## src/rtl/lsu_pkg.sv

```systemverilog
// Shared definitions for the load/store front end: access sizes, FSM states,
// default memory depth and the alignment rule used when trapping is enabled.
package lsu_pkg;

  localparam int DEF_WORD_ADDR_W = 7;

  localparam logic [1:0] SZ_BYTE = 2'b00;
  localparam logic [1:0] SZ_HALF = 2'b01;
  localparam logic [1:0] SZ_WORD = 2'b10;

  typedef enum logic {
    IDLE,
    WRITE
  } lsuState_t;

  // Size 2'b11 behaves as a word, so anything not byte/half needs a clean word offset.
  function automatic logic isMisaligned(input logic [1:0] size, input logic [1:0] lane);
    case (size)
      SZ_BYTE: isMisaligned = 1'b0;
      SZ_HALF: isMisaligned = lane[0];
      default: isMisaligned = (lane != 2'b00);
    endcase
  endfunction

endpackage

```

## src/rtl/lsu_align.sv

```systemverilog
// Combinational lane logic: picks and extends the load lane out of a memory
// word, and merges right-aligned store data into a memory word at the lane.
module lsu_align
  import lsu_pkg::*;
(
  input  logic [31:0] rdata,
  input  logic [1:0]  size,
  input  logic        isUnsigned,
  input  logic [1:0]  lane,
  input  logic [31:0] wdata,
  output logic [31:0] loadData,
  output logic [31:0] mergedData
);

  logic [7:0]  selByte;
  logic [15:0] selHalf;
  logic        signBit;

  always_comb begin
    // NOTE: every variable written here gets a default first so no latch is inferred.
    selByte    = rdata[{lane, 3'b000} +: 8];
    selHalf    = lane[1] ? rdata[31:16] : rdata[15:0];
    signBit    = 1'b0;
    loadData   = rdata;
    mergedData = rdata;

    case (size)
      SZ_BYTE: begin
        signBit  = ~isUnsigned & selByte[7];
        loadData = {{24{signBit}}, selByte};
        mergedData[{lane, 3'b000} +: 8] = wdata[7:0];
      end
      SZ_HALF: begin
        signBit  = ~isUnsigned & selHalf[15];
        loadData = {{16{signBit}}, selHalf};
        if (lane[1]) mergedData[31:16] = wdata[15:0];
        else         mergedData[15:0]  = wdata[15:0];
      end
      default: begin
        loadData   = rdata;
        mergedData = wdata;
      end
    endcase
  end

endmodule

```

## src/rtl/mem_access_unit.sv

```systemverilog
// Load/store front end for a word-addressed data memory: sub-word stores become
// a stalled read-modify-write. Optional feature macro: LSU_MISALIGN_TRAP_EN.
module mem_access_unit
  import lsu_pkg::*;
#(
  parameter int WORD_ADDR_W = DEF_WORD_ADDR_W
) (
  input  logic        clk,
  input  logic        rst,
  input  logic        req_valid,
  input  logic        req_we,
  input  logic [1:0]  req_size,
  input  logic        req_unsigned,
  input  logic [31:0] req_addr,
  input  logic [31:0] req_wdata,
  output logic [31:0] load_data,
  output logic        stall,
  output logic        misalign_err,
  output logic [31:0] mem_addr,
  output logic [31:0] mem_wdata,
  output logic        mem_write,
  output logic        mem_read,
  input  logic [31:0] mem_rdata
);

  lsuState_t              state, stateNext;
  logic [31:0]            wbuf, wbufNext;
  logic [WORD_ADDR_W-1:0] abuf, abufNext;

  logic [WORD_ADDR_W-1:0] wordIndex;
  logic                   misaligned;
  logic                   accept;
  logic [31:0]            alignedLoad;
  logic [31:0]            mergedWord;

  // Upper address bits are dropped on purpose: accesses wrap modulo memory size.
  assign wordIndex = req_addr[WORD_ADDR_W+1:2];

`ifdef LSU_MISALIGN_TRAP_EN
  logic misalignFlag;

  assign misaligned   = isMisaligned(req_size, req_addr[1:0]);
  assign misalign_err = misalignFlag;

  always_ff @(posedge clk) begin
    if (rst)
      misalignFlag <= 1'b0;
    else if (state == IDLE && req_valid && misaligned)
      misalignFlag <= 1'b1;
  end
`else
  assign misaligned   = 1'b0;
  assign misalign_err = 1'b0;
`endif

  assign accept = req_valid && !misaligned;

  lsu_align u_align (
    .rdata      (mem_rdata),
    .size       (req_size),
    .isUnsigned (req_unsigned),
    .lane       (req_addr[1:0]),
    .wdata      (req_wdata),
    .loadData   (alignedLoad),
    .mergedData (mergedWord)
  );

  // NOTE: state registers use non-blocking assignments so every flop samples pre-edge values.
  always_ff @(posedge clk) begin
    if (rst) begin
      state <= IDLE;
      wbuf  <= '0;
      abuf  <= '0;
    end else begin
      state <= stateNext;
      wbuf  <= wbufNext;
      abuf  <= abufNext;
    end
  end

  always_comb begin
    stateNext = state;
    wbufNext  = wbuf;
    abufNext  = abuf;
    load_data = '0;
    stall     = 1'b0;
    mem_addr  = '0;
    mem_wdata = '0;
    mem_write = 1'b0;
    mem_read  = 1'b0;

    // While reset is held every output stays at its zero default, which also
    // drops a write still pending from WRITE.
    if (!rst) begin
      case (state)
        IDLE: begin
          if (accept) begin
            mem_addr = {{(32-WORD_ADDR_W){1'b0}}, wordIndex};
            if (!req_we) begin
              mem_read  = 1'b1;
              load_data = alignedLoad;
            end else if (req_size[1]) begin
              mem_write = 1'b1;
              mem_wdata = req_wdata;
            end else begin
              mem_read  = 1'b1;
              stall     = 1'b1;
              wbufNext  = mergedWord;
              abufNext  = wordIndex;
              stateNext = WRITE;
            end
          end
        end
        WRITE: begin
          // The core still holds the stalled store on req_*; it is not re-decoded.
          mem_addr  = {{(32-WORD_ADDR_W){1'b0}}, abuf};
          mem_wdata = wbuf;
          mem_write = 1'b1;
          stateNext = IDLE;
        end
        default: stateNext = IDLE;
      endcase
    end
  end

endmodule

```

## config.mk

```make
export PLATFORM = sky130hd
export DESIGN_NAME = mem_access_unit
export DESIGN_NICKNAME = d
export VERILOG_FILES = /design/src/rtl/lsu_pkg.sv /design/src/rtl/lsu_align.sv /design/src/rtl/mem_access_unit.sv
export SDC_FILE = /design/constraint.sdc
export NUM_CORES = 1
export LEC_CHECK = 0
export ABC_CLOCK_PERIOD_IN_PS = 2550
export BUFFER_PORTS_ARGS = -buffer_cell sky130_fd_sc_hd__buf_2
export CORE_MARGIN = 2
export CORE_UTILIZATION = 47
export CTS_BUF_LIST = sky130_fd_sc_hd__clkbuf_16
export DETAILED_ROUTE_END_ITERATION = 7
export GPL_TIMING_DRIVEN = 0
export HOLD_SLACK_MARGIN = 0.02
export PLACE_DENSITY = 0.86
export SKIP_CTS_REPAIR_TIMING = 1
export SYNTH_ARGS = -nofsm -noshare
export SYNTH_HDL_FRONTEND = slang
export SYNTH_SLANG_ARGS = --single-unit
export TNS_END_PERCENT = 1
```

## constraint.sdc

```tcl
create_clock -name clk -period 2.55 [get_ports clk]
set_input_delay 0 -clock clk [delete_from_list [all_inputs] [get_ports clk]]
set_output_delay 0 -clock clk [all_outputs]
set_load 0.02 [all_outputs]
```

==> results.yml <==
timing:
  finalMaxSlewViolations: 0
  min_period_over_period: 0.959
  max_freq_mhz: 409
  relSlewSlack: 0.354
  tightest_slew_ns: 0.970
  whs_ns: 0.0644
  min_period_ns: 2.45
  hold_violations: 0
  fin_worst_skew_ns: 0.00605
  rsz0062_at_grt: "true"
  setup_viol: 0
  tns_ns: 0
  timing.final.ws_setup_ns: 0.105
floorplan:
  pin_count: 203
  fp.dieW_um: 95.8
  design.die.area_um2: 9180
  std_cell_rows: 33
  die_h_um: 95.8
  core_area_um2: 8180
  initial_utilization: 0.485
clock_tree:
  clk_pin_slew_worst_paths_ns: 0.06
  cts_buffers: 5
  cts_tree: "done"
  clockRootBuffer: "clkbuf_16"
  cts_sinks: 40
  htreeDepth: 2
  clk-insertion-delay-late_ns: 0.28
  clock_path_buffers: 2
setup_path:
  rrSetupSlack_ns: 0.50
  cp_max_fo: 10
  critPathCaptureType: "flop"
  rr_startpoint: "state"
  critical_path.top_delay_family: "buffers and inverters"
  slowest_delay_ns: 0.35
  crit_type: "input port to flop"
  critPathLaunchType: "input port"
  crit_slowest_cell: "ha_1"
  path_cells: "buf_2 > buf_4 > buf_2 > buf_4 > inv_1 > ha_1 > clkbuf_2 > nor2b_1 > buf_1 > nand4_1 > a311oi_1"
  worst_r2r_path_depth: 5
  r2r_end: "wbuf[5]"
  worstPathRequired_ns: 2.73
  worstPathArrival_ns: 2.63
  cp.buffers_inverters: 7
global_route:
  grt_use_total: 0.332
  grt_pass1_wl_mm: 23.6
  overflow: 0
  antenna_found_initial: 0
  grt_pass1_vias: 4532
  grt_max_degree: 13
min_path:
  holdCritPathClass: "input port to flop"
  min_to: "wbuf[31]"
  hold_depth: 3
  hp-start: "mem_rdata[31]"
route:
  drc: 0
  dr_wl_met3_mm: 1.66
  wire_per_inst_um: 19.2
  ant_nets: 0
  viasPerCell: 6.13
  top_layer_used: "met4"
  num_vias: 5040
  drt_iter0_markers: 348
  m1WireLength_mm: 6.34
  route.met2.wl_mm: 7.20
  wirelength_mm: 15.8
  firstDrtPassIters: 5
yosys:
  syn-cell-area_um2: 3960
  yosys_warnings: 0
  async_flop_share: 0
  yosys_register_bits: 40
  synth_edf_count: 0
  synth-main-ff-cell: "dfxtp_1"
  syn_inst: 527
  syn_area_per_cell_um2: 7.52
  ys_types: 46
  synth-seq-area-share: 0.202
placement:
  dp.cells: 808
  place_hpwl_mm: 12.3
  placed_cell_area_um2: 4940
  post-place-ws_ns: -0.493
  io_buffers: 151
  gp_congestion: 0.957
cells_and_area:
  final_cells: 822
  diodes: 0
  final_area_um2: 5160
  drive_gt1_frac: 0.331
  fin_util: 0.631
  fin_nets: 825
  area_growth_syn_to_layout_pct: 30.3
power:
  vdd_drop_max_mv: 0.273
  finalPower_mw: 1.94
  p_per_area_nw_per_um2: 375
  p_leak_nw: 2.22
outcome:
  outcome: "finished clean"
run:
  drv_cap: 0
-- synthesized netlist by cell type (19+ instances only) --
library cell | n | area (um2)
nand2_1 | 36 | 135
nor2b_1 | 19 | 119
buf_4 | 28 | 210
nand3_1 | 32 | 160
nor2_1 | 44 | 165
dfxtp_1 | 40 | 801
o21ai_0 | 21 | 105
a22o_1 | 31 | 272
clkbuf_1 | 41 | 154
a21oi_1 | 41 | 205
a311oi_1 | 25 | 219
a211oi_1 | 20 | 150
-- final cells by class --
cell class              instances  area (um2)
clock buffers                   5         125
well taps                     105         131
inverters                       6        26.3
flip-flops and latches         40         801
clock inverters                 2        8.76
fillers                       750        3010
repair buffers                158         826
multi-input cells             419        2780
plain buffers                  87         467
-- worst max-delay path by stage --
stage	from	to	slack, ns	depth (start not counted)
floorplan	req_addr[0]	wbuf[24]	0.39	8
global placement	req_addr[0]	wbuf[27]	-0.38	9
detailed placement	req_addr[0]	wbuf[27]	-0.49	9
CTS	req_addr[0]	wbuf[27]	-0.20	9
global route	req_addr[0]	wbuf[9]	-0.01	10
finish	req_addr[1]	wbuf[9]	0.10	11
-- registers in the layout (all words and copies together) (netlist names) --
name and count:
state 1, wbuf 32, abuf 7
-- cells in the final DEF (no fill, tap or decap), drive strengths merged, types with 19 or more instances in the layout --
master,n
buf,196
clkbuf,47
nor2,44
a21oi,41
dfxtp,40
nand2,36
nand3,32
a22o,31
o21ai,31
conb,26
a311oi,25
a211oi,20
nor2b,19
-- kinds of logic after synthesis --
family / Yosys count / synth area share
AOI/OAI and AO/OA: 175 / 0.313
adders and majority gates: 5 / 0.0158
buffers and inverters: 93 / 0.123
DFF: 40 / 0.202
muxes: 20 / 0.0736
other: 1 / 0.000947
and+or+nand+nor: 193 / 0.271
-- tightest hold or removal path: stages --
cell,delay (ns)
buf_2,0.13
nand3_1,0.08
a311oi_1,0.08
-- power by group --
group          internal [mW]  switching [mW]  total, mW
Combinational          0.247           0.415      0.662
Sequential             0.655          0.0166      0.672
Clock                  0.352           0.251      0.603
Total                   1.25           0.683       1.94
-- per-layer routing --
layer | track usage | vias up
met5 | 0 | -
met4 | 0.131 | 0
met3 | 0.0619 | 63
met2 | 0.551 | 333
met1 | 0.426 | 2320
li1 | - | 2324
(Power assumes the default switching activity.)
